$ cat src/rtl/morse_pkg.sv
// Shared definitions for the Morse receive path: reserved display codes,
// receiver FSM states, and the letter-to-symbol table also used by the
// transmitter. Symbol encoding: LSB is the first element, dot = 0, dash = 1.
package morse_pkg;

    localparam logic [4:0] CODE_EMPTY = 5'd31;
    localparam logic [4:0] CODE_SPACE = 5'd30;
    localparam int         NUM_LETTERS = 26;

    typedef enum logic [1:0] {
        ST_IDLE    = 2'd0,
        ST_MARK    = 2'd1,
        ST_SPACE   = 2'd2,
        ST_DISCARD = 2'd3
    } rx_state_e;

    // Returns {sym_len[2:0], sym_bits[3:0]} for letter index 0 (A) .. 25 (Z).
    // Unused high bits of sym_bits are always zero.
    function automatic logic [6:0] letter_sym(input logic [4:0] idx);
        logic [6:0] r;
        case (idx)
            5'd0:    r = {3'd2, 4'b0010}; // A .-
            5'd1:    r = {3'd4, 4'b0001}; // B -...
            5'd2:    r = {3'd4, 4'b0101}; // C -.-.
            5'd3:    r = {3'd3, 4'b0001}; // D -..
            5'd4:    r = {3'd1, 4'b0000}; // E .
            5'd5:    r = {3'd4, 4'b0100}; // F ..-.
            5'd6:    r = {3'd3, 4'b0011}; // G --.
            5'd7:    r = {3'd4, 4'b0000}; // H ....
            5'd8:    r = {3'd2, 4'b0000}; // I ..
            5'd9:    r = {3'd4, 4'b1110}; // J .---
            5'd10:   r = {3'd3, 4'b0101}; // K -.-
            5'd11:   r = {3'd4, 4'b0010}; // L .-..
            5'd12:   r = {3'd2, 4'b0011}; // M --
            5'd13:   r = {3'd2, 4'b0001}; // N -.
            5'd14:   r = {3'd3, 4'b0111}; // O ---
            5'd15:   r = {3'd4, 4'b0110}; // P .--.
            5'd16:   r = {3'd4, 4'b1011}; // Q --.-
            5'd17:   r = {3'd3, 4'b0010}; // R .-.
            5'd18:   r = {3'd3, 4'b0000}; // S ...
            5'd19:   r = {3'd1, 4'b0001}; // T -
            5'd20:   r = {3'd3, 4'b0100}; // U ..-
            5'd21:   r = {3'd4, 4'b1000}; // V ...-
            5'd22:   r = {3'd3, 4'b0110}; // W .--
            5'd23:   r = {3'd4, 4'b1001}; // X -..-
            5'd24:   r = {3'd4, 4'b1101}; // Y -.--
            5'd25:   r = {3'd4, 4'b0011}; // Z --..
            default: r = 7'd0;
        endcase
        return r;
    endfunction

    // Run-length counter increment that holds at 15.
    function automatic logic [3:0] sat_inc(input logic [3:0] v);
        return (v == 4'hF) ? v : v + 4'd1;
    endfunction

endpackage

$ cat src/rtl/morse_sym_decode.sv
// Combinational symbol-to-letter lookup; inverse of morse_pkg::letter_sym.
// Patterns not in the table (including sym_len 0) report valid = 0.
module morse_sym_decode
    import morse_pkg::*;
(
    input  logic [3:0] sym_bits,
    input  logic [2:0] sym_len,
    output logic       valid,
    output logic [4:0] code
);

    logic [6:0] entry;

    // Search the letter table for an exact length and pattern match.
    always_comb begin
        valid = 1'b0;
        code  = 5'd0;
        entry = 7'd0;
        for (int i = 0; i < NUM_LETTERS; i++) begin
            entry = letter_sym(5'(i));
            if (!valid && entry[6:4] == sym_len && entry[3:0] == sym_bits) begin
                valid = 1'b1;
                code  = 5'(i);
            end
        end
    end

endmodule

$ cat src/rtl/morse_rx_decoder.sv
// Morse receiver: samples iLine on every change of iHalfSec, measures mark and
// space run lengths, assembles dot/dash symbols and decodes them into letter
// codes that shift into a 7-character display buffer (newest in [4:0]).
// Optional word-space insertion is built when MORSE_RX_WORDGAP_EN is defined.
//
// state      | meaning
// -----------+---------------------------------------------------------------
// ST_IDLE    | between characters, waiting for an ON tick
// ST_MARK    | line ON, counting mark length
// ST_SPACE   | line OFF inside a character, counting toward the character gap
// ST_DISCARD | malformed character, waiting for a character gap to resync
module morse_rx_decoder
    import morse_pkg::*;
#(
    parameter int DOT_MAX  = 2,
    parameter int DASH_MAX = 4,
    parameter int CHAR_GAP = 3
`ifdef MORSE_RX_WORDGAP_EN
    ,
    parameter int WORD_GAP = 7
`endif
) (
    input  logic        iCLK,
    input  logic        iRST,
    input  logic        iEnable,
    input  logic        iLine,
    input  logic [3:0]  iHalfSec,
    input  logic        iClear,
    output logic [34:0] oDisplayData,
    output logic [4:0]  oChar,
    output logic        oCharValid,
    output logic        oError,
    output logic        oBusy
);

    localparam logic [34:0] DISP_EMPTY = {7{CODE_EMPTY}};

    rx_state_e   state_q, state_d;
    logic [3:0]  prev_half_sec_q, prev_half_sec_d;
    logic [3:0]  mark_cnt_q, mark_cnt_d;
    logic [3:0]  space_cnt_q, space_cnt_d;
    logic [3:0]  sym_bits_q, sym_bits_d;
    logic [2:0]  sym_len_q, sym_len_d;
    logic [34:0] disp_q, disp_d;
    logic [4:0]  char_q, char_d;
    logic        char_valid_q, char_valid_d;
    logic        error_q, error_d;
`ifdef MORSE_RX_WORDGAP_EN
    logic [3:0]  idle_cnt_q, idle_cnt_d;
    logic        word_armed_q, word_armed_d;
`endif

    logic        tick;
    logic        commit;
    logic [4:0]  commit_code;
    logic        dec_valid;
    logic [4:0]  dec_code;

    morse_sym_decode u_sym_decode (
        .sym_bits (sym_bits_q),
        .sym_len  (sym_len_q),
        .valid    (dec_valid),
        .code     (dec_code)
    );

    // Next-state, symbol assembly, commit and display-buffer update.
    always_comb begin
        state_d         = state_q;
        prev_half_sec_d = iHalfSec;
        mark_cnt_d      = mark_cnt_q;
        space_cnt_d     = space_cnt_q;
        sym_bits_d      = sym_bits_q;
        sym_len_d       = sym_len_q;
        disp_d          = disp_q;
        char_d          = char_q;
        char_valid_d    = 1'b0;
        error_d         = 1'b0;
        commit          = 1'b0;
        commit_code     = 5'd0;
`ifdef MORSE_RX_WORDGAP_EN
        idle_cnt_d      = idle_cnt_q;
        word_armed_d    = word_armed_q;
`endif
        tick = (iHalfSec != prev_half_sec_q);

        if (!iEnable) begin
            state_d     = ST_IDLE;
            mark_cnt_d  = 4'd0;
            space_cnt_d = 4'd0;
            sym_bits_d  = 4'd0;
            sym_len_d   = 3'd0;
`ifdef MORSE_RX_WORDGAP_EN
            idle_cnt_d   = 4'd0;
            word_armed_d = 1'b0;
`endif
        end else if (tick) begin
            case (state_q)
                ST_IDLE: begin
                    if (iLine) begin
                        state_d    = ST_MARK;
                        mark_cnt_d = 4'd1;
`ifdef MORSE_RX_WORDGAP_EN
                        idle_cnt_d   = 4'd0;
                        word_armed_d = 1'b0;
`endif
                    end
`ifdef MORSE_RX_WORDGAP_EN
                    else if (word_armed_q) begin
                        idle_cnt_d = sat_inc(idle_cnt_q);
                        if (idle_cnt_d == 4'(WORD_GAP)) begin
                            commit       = 1'b1;
                            commit_code  = CODE_SPACE;
                            word_armed_d = 1'b0;
                        end
                    end
`endif
                end
                ST_MARK: begin
                    if (iLine) begin
                        mark_cnt_d = sat_inc(mark_cnt_q);
                        if (mark_cnt_d > 4'(DASH_MAX)) begin
                            error_d     = 1'b1;
                            state_d     = ST_DISCARD;
                            mark_cnt_d  = 4'd0;
                            space_cnt_d = 4'd0;
                        end
                    end else if (sym_len_q == 3'd4) begin
                        // This OFF tick already counts toward the resync gap.
                        error_d     = 1'b1;
                        state_d     = ST_DISCARD;
                        mark_cnt_d  = 4'd0;
                        space_cnt_d = 4'd1;
                    end else begin
                        sym_bits_d[sym_len_q[1:0]] = (mark_cnt_q > 4'(DOT_MAX));
                        sym_len_d   = sym_len_q + 3'd1;
                        state_d     = ST_SPACE;
                        mark_cnt_d  = 4'd0;
                        space_cnt_d = 4'd1;
                    end
                end
                ST_SPACE: begin
                    if (iLine) begin
                        state_d     = ST_MARK;
                        mark_cnt_d  = 4'd1;
                        space_cnt_d = 4'd0;
                    end else begin
                        space_cnt_d = sat_inc(space_cnt_q);
                        if (space_cnt_d == 4'(CHAR_GAP)) begin
                            if (dec_valid) begin
                                commit      = 1'b1;
                                commit_code = dec_code;
`ifdef MORSE_RX_WORDGAP_EN
                                word_armed_d = 1'b1;
                                idle_cnt_d   = 4'd0;
`endif
                            end else begin
                                error_d = 1'b1;
                            end
                            state_d     = ST_IDLE;
                            space_cnt_d = 4'd0;
                            sym_bits_d  = 4'd0;
                            sym_len_d   = 3'd0;
                        end
                    end
                end
                ST_DISCARD: begin
                    if (iLine) begin
                        space_cnt_d = 4'd0;
                    end else begin
                        space_cnt_d = sat_inc(space_cnt_q);
                        if (space_cnt_d == 4'(CHAR_GAP)) begin
                            state_d     = ST_IDLE;
                            space_cnt_d = 4'd0;
                            sym_bits_d  = 4'd0;
                            sym_len_d   = 3'd0;
                        end
                    end
                end
                default: state_d = ST_IDLE;
            endcase
        end

        // A clear request overrides a same-cycle commit entirely.
        if (iClear) begin
            disp_d = DISP_EMPTY;
        end else if (commit) begin
            disp_d       = {disp_q[29:0], commit_code};
            char_d       = commit_code;
            char_valid_d = 1'b1;
        end
    end

    // State and output registers with synchronous reset.
    always_ff @(posedge iCLK) begin
        if (iRST) begin
            state_q         <= ST_IDLE;
            prev_half_sec_q <= 4'd0;
            mark_cnt_q      <= 4'd0;
            space_cnt_q     <= 4'd0;
            sym_bits_q      <= 4'd0;
            sym_len_q       <= 3'd0;
            disp_q          <= DISP_EMPTY;
            char_q          <= 5'd0;
            char_valid_q    <= 1'b0;
            error_q         <= 1'b0;
`ifdef MORSE_RX_WORDGAP_EN
            idle_cnt_q      <= 4'd0;
            word_armed_q    <= 1'b0;
`endif
        end else begin
            state_q         <= state_d;
            prev_half_sec_q <= prev_half_sec_d;
            mark_cnt_q      <= mark_cnt_d;
            space_cnt_q     <= space_cnt_d;
            sym_bits_q      <= sym_bits_d;
            sym_len_q       <= sym_len_d;
            disp_q          <= disp_d;
            char_q          <= char_d;
            char_valid_q    <= char_valid_d;
            error_q         <= error_d;
`ifdef MORSE_RX_WORDGAP_EN
            idle_cnt_q      <= idle_cnt_d;
            word_armed_q    <= word_armed_d;
`endif
        end
    end

    assign oDisplayData = disp_q;
    assign oChar        = char_q;
    assign oCharValid   = char_valid_q;
    assign oError       = error_q;
    assign oBusy        = (state_q != ST_IDLE);

endmodule
$ cat config.mk
export PLATFORM = sky130hd
export DESIGN_NAME = morse_rx_decoder
export DESIGN_NICKNAME = d
export VERILOG_FILES = /design/src/rtl/morse_pkg.sv /design/src/rtl/morse_sym_decode.sv /design/src/rtl/morse_rx_decoder.sv
export SDC_FILE = /design/constraint.sdc
export NUM_CORES = 1
export LEC_CHECK = 0
export CORE_ASPECT_RATIO = 0.6
export CORE_MARGIN = 2
export CORE_UTILIZATION = 50
export CTS_CLUSTER_DIAMETER = 100
export DETAILED_ROUTE_END_ITERATION = 7
export PLACE_DENSITY = 0.78
export SYNTH_ARGS = -nofsm -noshare
export SYNTH_HDL_FRONTEND = slang
export SYNTH_SLANG_ARGS = --single-unit
export TNS_END_PERCENT = 30
$ cat constraint.sdc
create_clock -name iCLK -period 2.7 [get_ports iCLK]
set_clock_uncertainty 0.05 [all_clocks]
set_input_delay 0.405 -clock iCLK [delete_from_list [all_inputs] [get_ports iCLK]]
set_output_delay 0.405 -clock iCLK [all_outputs]
set_load 0.1 [all_outputs]
==> results of run 1 <==
[final timing paths]
path | endpoint | cells after the start | startpoint | slack [ns]
min | oDisplayData[32]$_SDFFE_PP1P_ | 2 | oDisplayData[32]$_SDFFE_PP1P_ | 0.42
max reg2reg | oError$_SDFF_PP0_ | 9 | sym_len_q[1]$_SDFFE_PP0P_ | 0.12
min reg2reg | oDisplayData[32]$_SDFFE_PP1P_ | 2 | oDisplayData[32]$_SDFFE_PP1P_ | 0.42
max | oError$_SDFF_PP0_ | 9 | sym_len_q[1]$_SDFFE_PP0P_ | 0.12
[where the power goes]
part           leakage [nW]  switching [mW]  total [mW]  internal [mW]
combinational          1.23          0.0828       0.132         0.0492
clock                 0.137           0.440        1.18          0.742
sequential            0.511         0.00555       0.942          0.937
[per-layer routing]
metal	up-vias	part of all wire (%)	wire length [um]	GRT usage [%]
li1	1674	-	-	-
met1	1590	48	4490	38.8
met2	153	42	3880	36.3
met3	12	8.7	805	6.95
met4	0	1.3	118	8.44
met5	-	0	0	0
[logic make-up after synthesis]
kind of cell	Yosys count
AO/OA/AOI/OAI	79
flip-flops	63
XOR/XNOR	7
multiplexers	3
AND/OR/NAND/NOR	229
buffers and inverters	39
adder cells (fa/ha/maj)	12
[state kept, by name (all words and copies together), names as in the netlist]
| name | flops |
|---|---|
| oError | 1 |
| oCharValid | 1 |
| mark_cnt_q | 4 |
| space_cnt_q | 4 |
| sym_len_q | 3 |
| state_q | 2 |
| prev_half_sec_q | 4 |
| oDisplayData | 35 |
| oChar | 5 |
| sym_bits_q | 4 |
[layout by cell type, fill, tap and decap left out, types with 4 or more instances in the layout]
| master | count |
|---|---|
| nor4_1 | 6 |
| clkbuf_16 | 9 |
| ha_1 | 12 |
| nor2_1 | 39 |
| nand3b_1 | 4 |
| o21ai_0 | 13 |
| nand2b_1 | 8 |
| nand2_1 | 84 |
| a211oi_1 | 5 |
| a21oi_1 | 18 |
| clkinvlp_4 | 4 |
| xor2_1 | 5 |
| nand3_1 | 38 |
| dfxtp_1 | 62 |
| clkdlybuf4s50_1 | 8 |
| inv_1 | 15 |
| buf_4 | 73 |
| or2_2 | 4 |
| nor2b_1 | 7 |
| nor3_1 | 12 |
[worst min-delay path: stages (launching register included)]
cell     delay (ns)
dfxtp_1        0.32
nand2_1        0.05
nand3_1        0.07
[final cells by class]
| type | count | share of cell area, % |
|---|---|---|
| well taps | 87 | 2.50 |
| inverters | 15 | 1.29 |
| multi-input cells | 330 | 44.9 |
| repair buffers | 83 | 15.3 |
| clock buffers | 10 | 5.48 |
| clock inverters | 6 | 1.58 |
| flip-flops and latches | 63 | 28.9 |
[what timing repair did]
item / 4_1_cts / 5_1_grt
setup buffers: 0 / 1
setup endpoints to repair: 0 / 39
resized for setup: 0 / 5
[through the flow]
stage	power, mW	worst slack [ns]
after detailed placement	1.09	0.0280
after global routing	2.32	0.0261
after CTS	2.27	0.0525
after global placement	1.09	0.0623
final	2.26	0.125
after floorplan	1.05	0.216
==> results.md, run 1 <==
- Syn nets: 453
- Layout Utilization: 65.9%
- Outcome: finished, final reports clean
- Total grt overflow: 0
- Drt total wl: 9290 um
- CTS tree: done
- Hold slack: 0.419 ns
- Post-synth top area share: 37.2%
- Multiplexer share of the synthesized area: 0.885%
- Buf/Inv on CP: 2
- CP cell instances: inv_1 -> ha_1 -> nand2b_1 -> nor4_1 -> or3_1 -> buf_12 -> nor4_2 -> a32oi_1 -> nor3_1
- Setup Viol. Count Final: 0
- Pwr Density: 517 mW/mm2
- CP startpoint kind: flop
- Fill cells: 550
- Core area: ~0.0066 mm2
- Final #Nets: around 520
- Finished Layout Cells: 594
- Area after DPL: 0.00402 mm2
- Via count: 3,429
- Synth top area cells: dfxtp_1 (37%), nand2_1 (9.3%), nand3_1 (5.8%)
- Post-synth EDFFs: 0
- Crit Path Class: flop to flop
- CTS sink cnt: between 60 and 70
- Die X: 110 um
- Initial antenna violation count: 0
- Total CTS buffers: 9
- Synth Area in XOR/XNOR: under 10%
- Area share of and/or/nand/nor cells after synthesis: 32.4%
- Max cap viols: 0
- Ys async rst share: 0%
- Skew-Pair Late Insertion Delay: 0.33 ns
- YS warnings: 0
- Area Growth Syn to Fin: 28.5%
- Synthesized flop and latch total: 63
- Final Hold Fails: 0
- Global placement routability congestion: 1.02
- Crit. End Element: flop
- Post-synth top flop: dfxtp_1
- Clock transition at path regs: around 0.060 ns
- Iteration-0 DRC Markers: 283
- Gate count after technology mapping: 432
- CP peak stage delay: roughly 0.45 ns
- GRT Util Overall: 26.1%
- Final Cycle Share: 95.4%
- Die Height: 67.8 um
- Post-route cell area: roughly 0.0044 mm2
- Root buffer cell: clkbuf_16
- Max Slew Vio Count: 0
- Leakage power: 1.88 nW
- Largest net degree at the start of global routing: 36
- First-pass DRT Iterations: 5
- First-pass GRT wire length: 14,900 um
- Largest family of logic cells by synthesized area: simple AND/OR/NAND/NOR gates
- Actual slew at the worst max-slew pin: 0.634 ns
- Area share of fa/ha/maj cells after synthesis: 4.42%
- Area of the multi-input gates: 0.00196 mm2
- Synth Cell Area: 0.00339 mm2
- Critical Path AT: around 2.8 ns
- Row count: 23
- Setup TNS: 0 ns
- Largest delay share family, worst path: simple AND/OR/NAND/NOR gates
- Fmax: 388 MHz
- # IOs: 52
- Inst Count DP: between 500 and 600
- Syn Area/Cell: about 7.9 um2
- Compound-cell area share of the yosys netlist: approximately 17%
- Antenna cells: 0
- Count leader, synth: nand2_1
- Input/output buffers: between 50 and 60
- Worst min path class: flop to flop
- Area leader, netlist: dfxtp_1
- Max IR drop VDD: 0.277 mV
- Remaining routing DRC violations: 0
- Initial core utilization: 51.3%
- CP max-delay cell: nor4_2
- Crit path max fanout: 10
- Fin crit period: 2.58 ns
- Die ar.: around 0.0075 mm2
- CTS HTree Levels: 3
- Post-DP HPWL: 6530 um
- Commonest cells in the netlist: nand2_1 (84), dfxtp_1 (63), nor2_1 (40)
- Vias in the first global route: 3,032
- RSZ-0062 raised after global routing: false
- Register area share after synthesis: 37.2%
- CP required: 2.89 ns
- Sequential cell area: ~0.0013 mm2
- Count of cell types in the netlist: 65
- WL per Instance: 15.6 um
- Via/cell ratio: 5.77
- Layout cell share with drive strength beyond 1: between 20% and 30%
- Post-route ant nets: 0
- Post-CTS Hold Buffers: 0
- CTS Buffer Depth: 2
- Rel. slew slack: 57.8%
Power figures use the tool's default switching activity.
==> run 2: changes to the inputs <==
--- a/config.mk
+++ b/config.mk
@@ -11,6 +11,7 @@
 export CTS_CLUSTER_DIAMETER = 100
 export DETAILED_ROUTE_END_ITERATION = 7
 export PLACE_DENSITY = 0.78
+export RECOVER_POWER = 50
 export SYNTH_ARGS = -nofsm -noshare
 export SYNTH_HDL_FRONTEND = slang
 export SYNTH_SLANG_ARGS = --single-unit
==> run 2 against run 1 <==
  * Core utilization decreased by 2.6 points
  * Global-route usage unchanged
  * Die area is the same
  * Final area fell by 3.9%
  * Sequential share of layout area is 1.2 points higher
  * Hold slack worse by 0.0033 ns
  * Critical path depth is the same
  * Clock-buffer cell count stayed put
  * Flip-flop and latch count is the same
  * Sequential power barely moved
  * Power decreased by 0.26%
  * Critical endpoint unchanged
  * Largest cell class unchanged
==> results.md, run 2 (synthesized netlist as in run 1, its figures left out) <==
- Switching share of power: 23.3% (-0.085 points)
- Fill cells: 603 (+9.6%)
- Global placement routability congestion: 1.02 (unchanged)
- CP max-delay cell: nor4_2
- GRT Util Overall: 26.1% (unchanged)
- Input/output buffers: 51 (unchanged)
- Seq pwr share: 41.9% (about the same)
- Critical Path AT: 2.78 ns (about the same)
- Total CTS buffers: 9 (unchanged)
- Via/cell ratio: 5.81 (+0.61%)
- Vias in the first global route: 3,032 (unchanged)
- WL per Instance: 15.6 um (-0.19%)
- Max cap viols: 0 (unchanged)
- Area Growth Syn to Fin: 23.5%
- Die X: 110 um (unchanged)
- First-pass DRT Iterations: 4 (-1)
- CTS tree: done
- CP cell instances: inv_1 -> ha_1 -> nand2b_1 -> nor4_1 -> or3_1 -> buf_12 -> nor4_2 -> a32oi_1 -> nor3_1
- Setup Viol. Count Final: 0 (unchanged)
- Pwr Density: 537 mW/mm2 (+3.8%)
- Largest net degree at the start of global routing: 36 (unchanged)
- Post-CTS Hold Buffers: 0 (unchanged)
- Initial antenna violation count: 0 (unchanged)
- Final Hold Fails: 0 (unchanged)
- Antenna cells: 0 (unchanged)
- Row count: 23 (unchanged)
- Post-route cell area: 0.00419 mm2 (-3.9%)
- Final #Nets: 523 (unchanged)
- Via count: 3,450 (+0.61%)
- CP required: 2.89 ns (about the same)
- RSZ-0062 raised after global routing: false
- Post-DP HPWL: 6530 um (unchanged)
- Outcome: finished, final reports clean
- Initial core utilization: 51.3% (unchanged)
- Total Power: 2.25 mW (-0.26%)
- Actual slew at the worst max-slew pin: 1.19 ns (+0.557 ns)
- Fin crit period: 2.59 ns (+0.0160 ns)
- Psw: 0.525 mW (-0.62%)
- Max IR drop VDD: 0.276 mV (-0.38%)
- CTS HTree Levels: 3 (unchanged)
- Drt total wl: 9270 um (-0.19%)
- Fin worst setup slack: 0.109 ns (-0.0160 ns)
- Max reg flops: 35 (unchanged)
- Setup TNS: 0 ns (unchanged)
- Post-route ant nets: 0 (unchanged)
- Layout cell share with drive strength beyond 1: 12.2% (-8.9 points)
- Crit Path Class: flop to flop
- Die Height: 67.8 um (unchanged)
- Leakage power: 1.74 nW (-7.6%)
- Internal power: 1.73 mW (-0.15%)
- Iteration-0 DRC Markers: 304 (+7.4%)
- Rel. slew slack: 21.0% (-37 points)
- First-pass GRT wire length: 14,900 um (unchanged)
- Worst min path class: flop to flop
- Total grt overflow: 0 (unchanged)
- Clock transition at path regs: 0.06 ns (about the same)
- Area after DPL: 0.00402 mm2 (unchanged)
- CTS sink cnt: 63 (unchanged)
- Most frequent cells in the layout: nand2_1 (85), dfxtp_1 (62), clkbuf_1 (44)
- CP startpoint kind: flop
- Skew-Pair Late Insertion Delay: 0.33 ns (about the same)
- Remaining routing DRC violations: 0 (unchanged)
- Clk network pwr share: 52.3% (about the same)
- Most common cell after layout, fill and taps aside: nand2_1
- Die ar.: 0.00749 mm2 (unchanged)
- Fmax: 386 MHz (-0.62%)
- CTS Buffer Depth: 2 (unchanged)
- # IOs: 52 (unchanged)
- Final Cycle Share: 96.0% (+0.59 points)
- Core area: 0.00662 mm2 (unchanged)
- Crit path max fanout: 10 (unchanged)
- Setup Slack @ Placement: 0.0280 ns (unchanged)
- Comb pwr share: 5.8% (about the same)
- Max Slew Vio Count: 0 (unchanged)
- Largest delay share family, worst path: simple AND/OR/NAND/NOR gates
- Crit. End Element: flop
- CP peak stage delay: 0.45 ns (about the same)
- Root buffer cell: clkbuf_16
- Buf/Inv on CP: 2 (unchanged)
[run 2: metal layers]
layer / up-vias / GRT usage, % / part of all wire (%)
li1: 1675 / - / -
met1: 1629 / 38.8 / 49
met2: 135 / 36.3 / 42
met3: 11 / 6.95 / 7.8
met4: 0 / 8.44 / 1.1
met5: - / 0 / 0
[run 2: repair_timing]
action	4_1_cts	5_1_grt
resized for setup	0	5
setup endpoints to repair	0	39
buffers inserted	0	1
[run 2: through the flow]
| stage | hold WS, ns | std cells | utilization (%) |
|---|---|---|---|
| floorplan | 0.441 | 432 | - |
| global placement | 0.404 | 577 | 60.8 |
| detailed placement | 0.406 | 577 | 60.8 |
| CTS | 0.421 | 593 | 65.4 |
| global route | 0.460 | 594 | 63.3 |
| finish | 0.415 | 594 | 63.3 |
[run 2: worst reg2reg max path, stage by stage (launching register included)]
cell and delay (ns):
dfxtp_1 0.40, inv_1 0.09, ha_1 0.25, nand2b_1 0.20
nor4_1 0.10, or3_1 0.36, buf_12 0.17, nor4_2 0.45
a32oi_1 0.19, nor3_1 0.24
[run 2: layout make-up]
cell class	instances	area, um2	area share (%)
multi-input cells	330	1960	46.7
well taps	87	109	2.60
repair buffers	83	500	11.9
flip-flops and latches	63	1260	30.1
clock buffers	10	239	5.70
clock inverters	6	68.8	1.64
inverters	15	56.3	1.34
[run 2: worst paths after layout]
kind / start / end / slack (ns) / cells past startpoint
worst min-delay path: oDisplayData[32]$_SDFFE_PP1P_ / oDisplayData[32]$_SDFFE_PP1P_ / 0.42 / 2
worst max-delay path: sym_len_q[1]$_SDFFE_PP0P_ / oError$_SDFF_PP0_ / 0.11 / 9
worst min register to register: oDisplayData[32]$_SDFFE_PP1P_ / oDisplayData[32]$_SDFFE_PP1P_ / 0.42 / 2
worst max register to register: sym_len_q[1]$_SDFFE_PP0P_ / oError$_SDFF_PP0_ / 0.11 / 9
[run 2: power groups by stage]
| stage | Sequential (mW) | Clock [mW] | Combinational [mW] |
|---|---|---|---|
| global placement | 0.962 | 0 | 0.127 |
| detailed placement | 0.962 | 0 | 0.128 |
| CTS | 0.942 | 1.19 | 0.130 |
| floorplan | 0.961 | 0 | 0.0848 |
| global route | 0.943 | 1.23 | 0.142 |
| finish | 0.942 | 1.18 | 0.130 |
==> RTL change, RTL diff (flow settings as in run 1) <==
Register the inputs `iEnable`, `iLine`, `iHalfSec` and `iClear` before use. The logic sees them one clock later.
--- a/src/rtl/morse_rx_decoder.sv
+++ b/src/rtl/morse_rx_decoder.sv
@@ -35,6 +35,18 @@
 
     localparam logic [34:0] DISP_EMPTY = {7{CODE_EMPTY}};
 
+    logic iEnable_q;
+    logic iLine_q;
+    logic [3:0] iHalfSec_q;
+    logic iClear_q;
+
+    always_ff @(posedge iCLK) begin
+        iEnable_q  <= iEnable;
+        iLine_q    <= iLine;
+        iHalfSec_q <= iHalfSec;
+        iClear_q   <= iClear;
+    end
+
     rx_state_e   state_q, state_d;
     logic [3:0]  prev_half_sec_q, prev_half_sec_d;
     logic [3:0]  mark_cnt_q, mark_cnt_d;
@@ -66,7 +78,7 @@
     // Next-state, symbol assembly, commit and display-buffer update.
     always_comb begin
         state_d         = state_q;
-        prev_half_sec_d = iHalfSec;
+        prev_half_sec_d = iHalfSec_q;
         mark_cnt_d      = mark_cnt_q;
         space_cnt_d     = space_cnt_q;
         sym_bits_d      = sym_bits_q;
@@ -81,9 +93,9 @@
         idle_cnt_d      = idle_cnt_q;
         word_armed_d    = word_armed_q;
 `endif
-        tick = (iHalfSec != prev_half_sec_q);
-
-        if (!iEnable) begin
+        tick = (iHalfSec_q != prev_half_sec_q);
+
+        if (!iEnable_q) begin
             state_d     = ST_IDLE;
             mark_cnt_d  = 4'd0;
             space_cnt_d = 4'd0;
@@ -96,7 +108,7 @@
         end else if (tick) begin
             case (state_q)
                 ST_IDLE: begin
-                    if (iLine) begin
+                    if (iLine_q) begin
                         state_d    = ST_MARK;
                         mark_cnt_d = 4'd1;
 `ifdef MORSE_RX_WORDGAP_EN
@@ -116,7 +128,7 @@
 `endif
                 end
                 ST_MARK: begin
-                    if (iLine) begin
+                    if (iLine_q) begin
                         mark_cnt_d = sat_inc(mark_cnt_q);
                         if (mark_cnt_d > 4'(DASH_MAX)) begin
                             error_d     = 1'b1;
@@ -139,7 +151,7 @@
                     end
                 end
                 ST_SPACE: begin
-                    if (iLine) begin
+                    if (iLine_q) begin
                         state_d     = ST_MARK;
                         mark_cnt_d  = 4'd1;
                         space_cnt_d = 4'd0;
@@ -164,7 +176,7 @@
                     end
                 end
                 ST_DISCARD: begin
-                    if (iLine) begin
+                    if (iLine_q) begin
                         space_cnt_d = 4'd0;
                     end else begin
                         space_cnt_d = sat_inc(space_cnt_q);
@@ -181,7 +193,7 @@
         end
 
         // A clear request overrides a same-cycle commit entirely.
-        if (iClear) begin
+        if (iClear_q) begin
             disp_d = DISP_EMPTY;
         end else if (commit) begin
             disp_d       = {disp_q[29:0], commit_code};
Check against the original RTL: not equivalent (a bounded check fails within 4 cycles, from zero or initial values and one cycle with iRST high).
==> RTL change against run 1 <==
Synthesized cell count shrank 6.5%; routed wire length decreased by 7.8%; design area grew 0.72%; final cell count down 6.7%; sequential cell count rose by 7; setup slack better by 0.013 ns; global-route usage fell by 3.6 points; area after synthesis rose by 3.4%; total power grew 4.6%; non-clock buffer count down 13.
==> RTL change: results (changes against run 1) <==
* Status: complete, no violations (unchanged)
* Async SR Flop Fraction at 0% (unchanged)
* Comb group at 117 uW (was 132 uW)
* VDD IR max at 0.457 mV (was 0.277 mV)
* Worst slack, placed at -0.0276 ns (was 0.0280 ns)
* Clock Latency Late Sink at 0.34 ns
* Post-Synth Adder-Cell Area at 4.28% (was 4.42%)
* YS warnings at 0 (unchanged)
* CP max-delay cell: nor4_4 (was nor4_2)
* Largest net degree at the start of global routing at 35 (was 36)
* GRT Resource Usage Total at 22.4% (was 26.1%)
* Vias in the first global route at 2731 (was 3032)
* Dpl hpwl at 6250 um (was 6530 um)
* Post-Route Utilization at 65.2% (was 65.9%)
* Initial antenna violation count at 0 (unchanged)
* Syn Area/Cell at 8.68 um2 (was 7.86 um2)
* Count of unique library cells instantiated by Yosys at 58 (was 65)
* Sequential group power at 1060 uW (was 942 uW)
* H-tree levels at 3 (unchanged)
* Sw Share at 22.5% (was 23.4%)
* Vias at 3153 (was 3429)
* Total wire length at 8570 um (was 9290 um)
* Seq/Total Area, Yosys at 39.9% (was 37.2%)
* Final GP Congestion at 1.04 (was 1.02)
* Placed Area at 4050 um2 (was 4020 um2)
* Nets at 483 (was 523)
* Largest cells by area after synthesis: dfxtp_1, mux2i_1, nand2_1 (was dfxtp_1, nand2_1, nand3_1)
* Arrival time worst endpoint at 2.72 ns (was 2.77 ns)
* Deepest clock path buffer count at 2 (unchanged)
* Post-synth top cells: dfxtp_1, nand2_1, mux2i_1 (was nand2_1, dfxtp_1, nor2_1)
* DRT iter0 DRCs at 207 (was 283)
* Clk slew on worst S/H paths at 0.06 ns (about the same)
* Fin cells at 554 (was 594)
* Fillcell total at 539 (was 550)
* Post-synthesis compound-gate area fraction at 16.8% (was 17.3%)
* Least-Margin Pin Slew at 0.649 ns (was 0.634 ns)
* PortBufs at 51 (unchanged)
* Net count after synthesis at 425 (was 453)
* Post-synthesis mux area share at 9.13% (was 0.885%)
* Cells after DPL at 537 (was 577)
* Leak at 0.00186 uW (was 0.00188 uW)
* CP Max Fanout at 18 (was 10)
* Internal Pwr Total at 1830 uW (was 1730 uW)
* First-pass GRT wire length at 13400 um (was 14900 um)
* Fraction of layout cells with a size suffix above 1 at 20.1% (was 21.1%)
* Post-Synth XOR/XNOR Area at 1.75% (was 2.03%)
==> RTL change: cell types whose count changed after synthesis, moves of 6 or more <==
cell	change
dfxtp_1	+7
nand3_1	-25
nor3_1	-9
o21ai_0	+6
mux2i_1	+29
nand2_1	-25
nor2_1	-13
a21oi_1	+13
==> RTL change: layer usage <==
metal	GRT usage (%)	wire length [um]	vias to the layer above
met5	0	0	-
met4	10.5	147	0
met3	7.43	663	16
met2	30.1	3400	114
met1	32.1	4360	1465
li1	-	-	1558
==> RTL change: repair_timing <==
item,CTS,global route
pin swaps,0,2
setup buffers,0,1
endpoints found under the setup margin,28,33
gates resized for setup,1,5
endpoints found under the hold margin,0,0
==> RTL change: area by class of cell <==
cell class,instances,area share (%)
Multi-Input combinational cell,299,44.7
Inverter,12,1.03
Clock buffer,11,5.53
Clock inverter,5,1.34
Timing Repair Buffer,70,13.0
Sequential cell,70,31.9
Tap cell,87,2.48
==> RTL change: path summary, 6_finish.rpt <==
kind                            slack [ns]  depth (start not counted)                          start                            end
worst max register to register        0.14                         10      sym_len_q[0]$_SDFFE_PP0P_   oDisplayData[9]$_SDFFE_PP1P_
worst min-delay path                  0.43                          2  oDisplayData[33]$_SDFFE_PP1P_  oDisplayData[33]$_SDFFE_PP1P_
worst max-delay path                  0.14                         10      sym_len_q[0]$_SDFFE_PP0P_   oDisplayData[9]$_SDFFE_PP1P_
worst min register to register        0.43                          2  oDisplayData[33]$_SDFFE_PP1P_  oDisplayData[33]$_SDFFE_PP1P_
==> RTL change: cell families after synthesis <==
group,count (synthesis)
adders and majority gates,12
DFF,70
and+or+nand+nor,158
muxes,32
AOI/OAI and AO/OA,90
buffers and inverters,35
xor gates and xnor gates,7
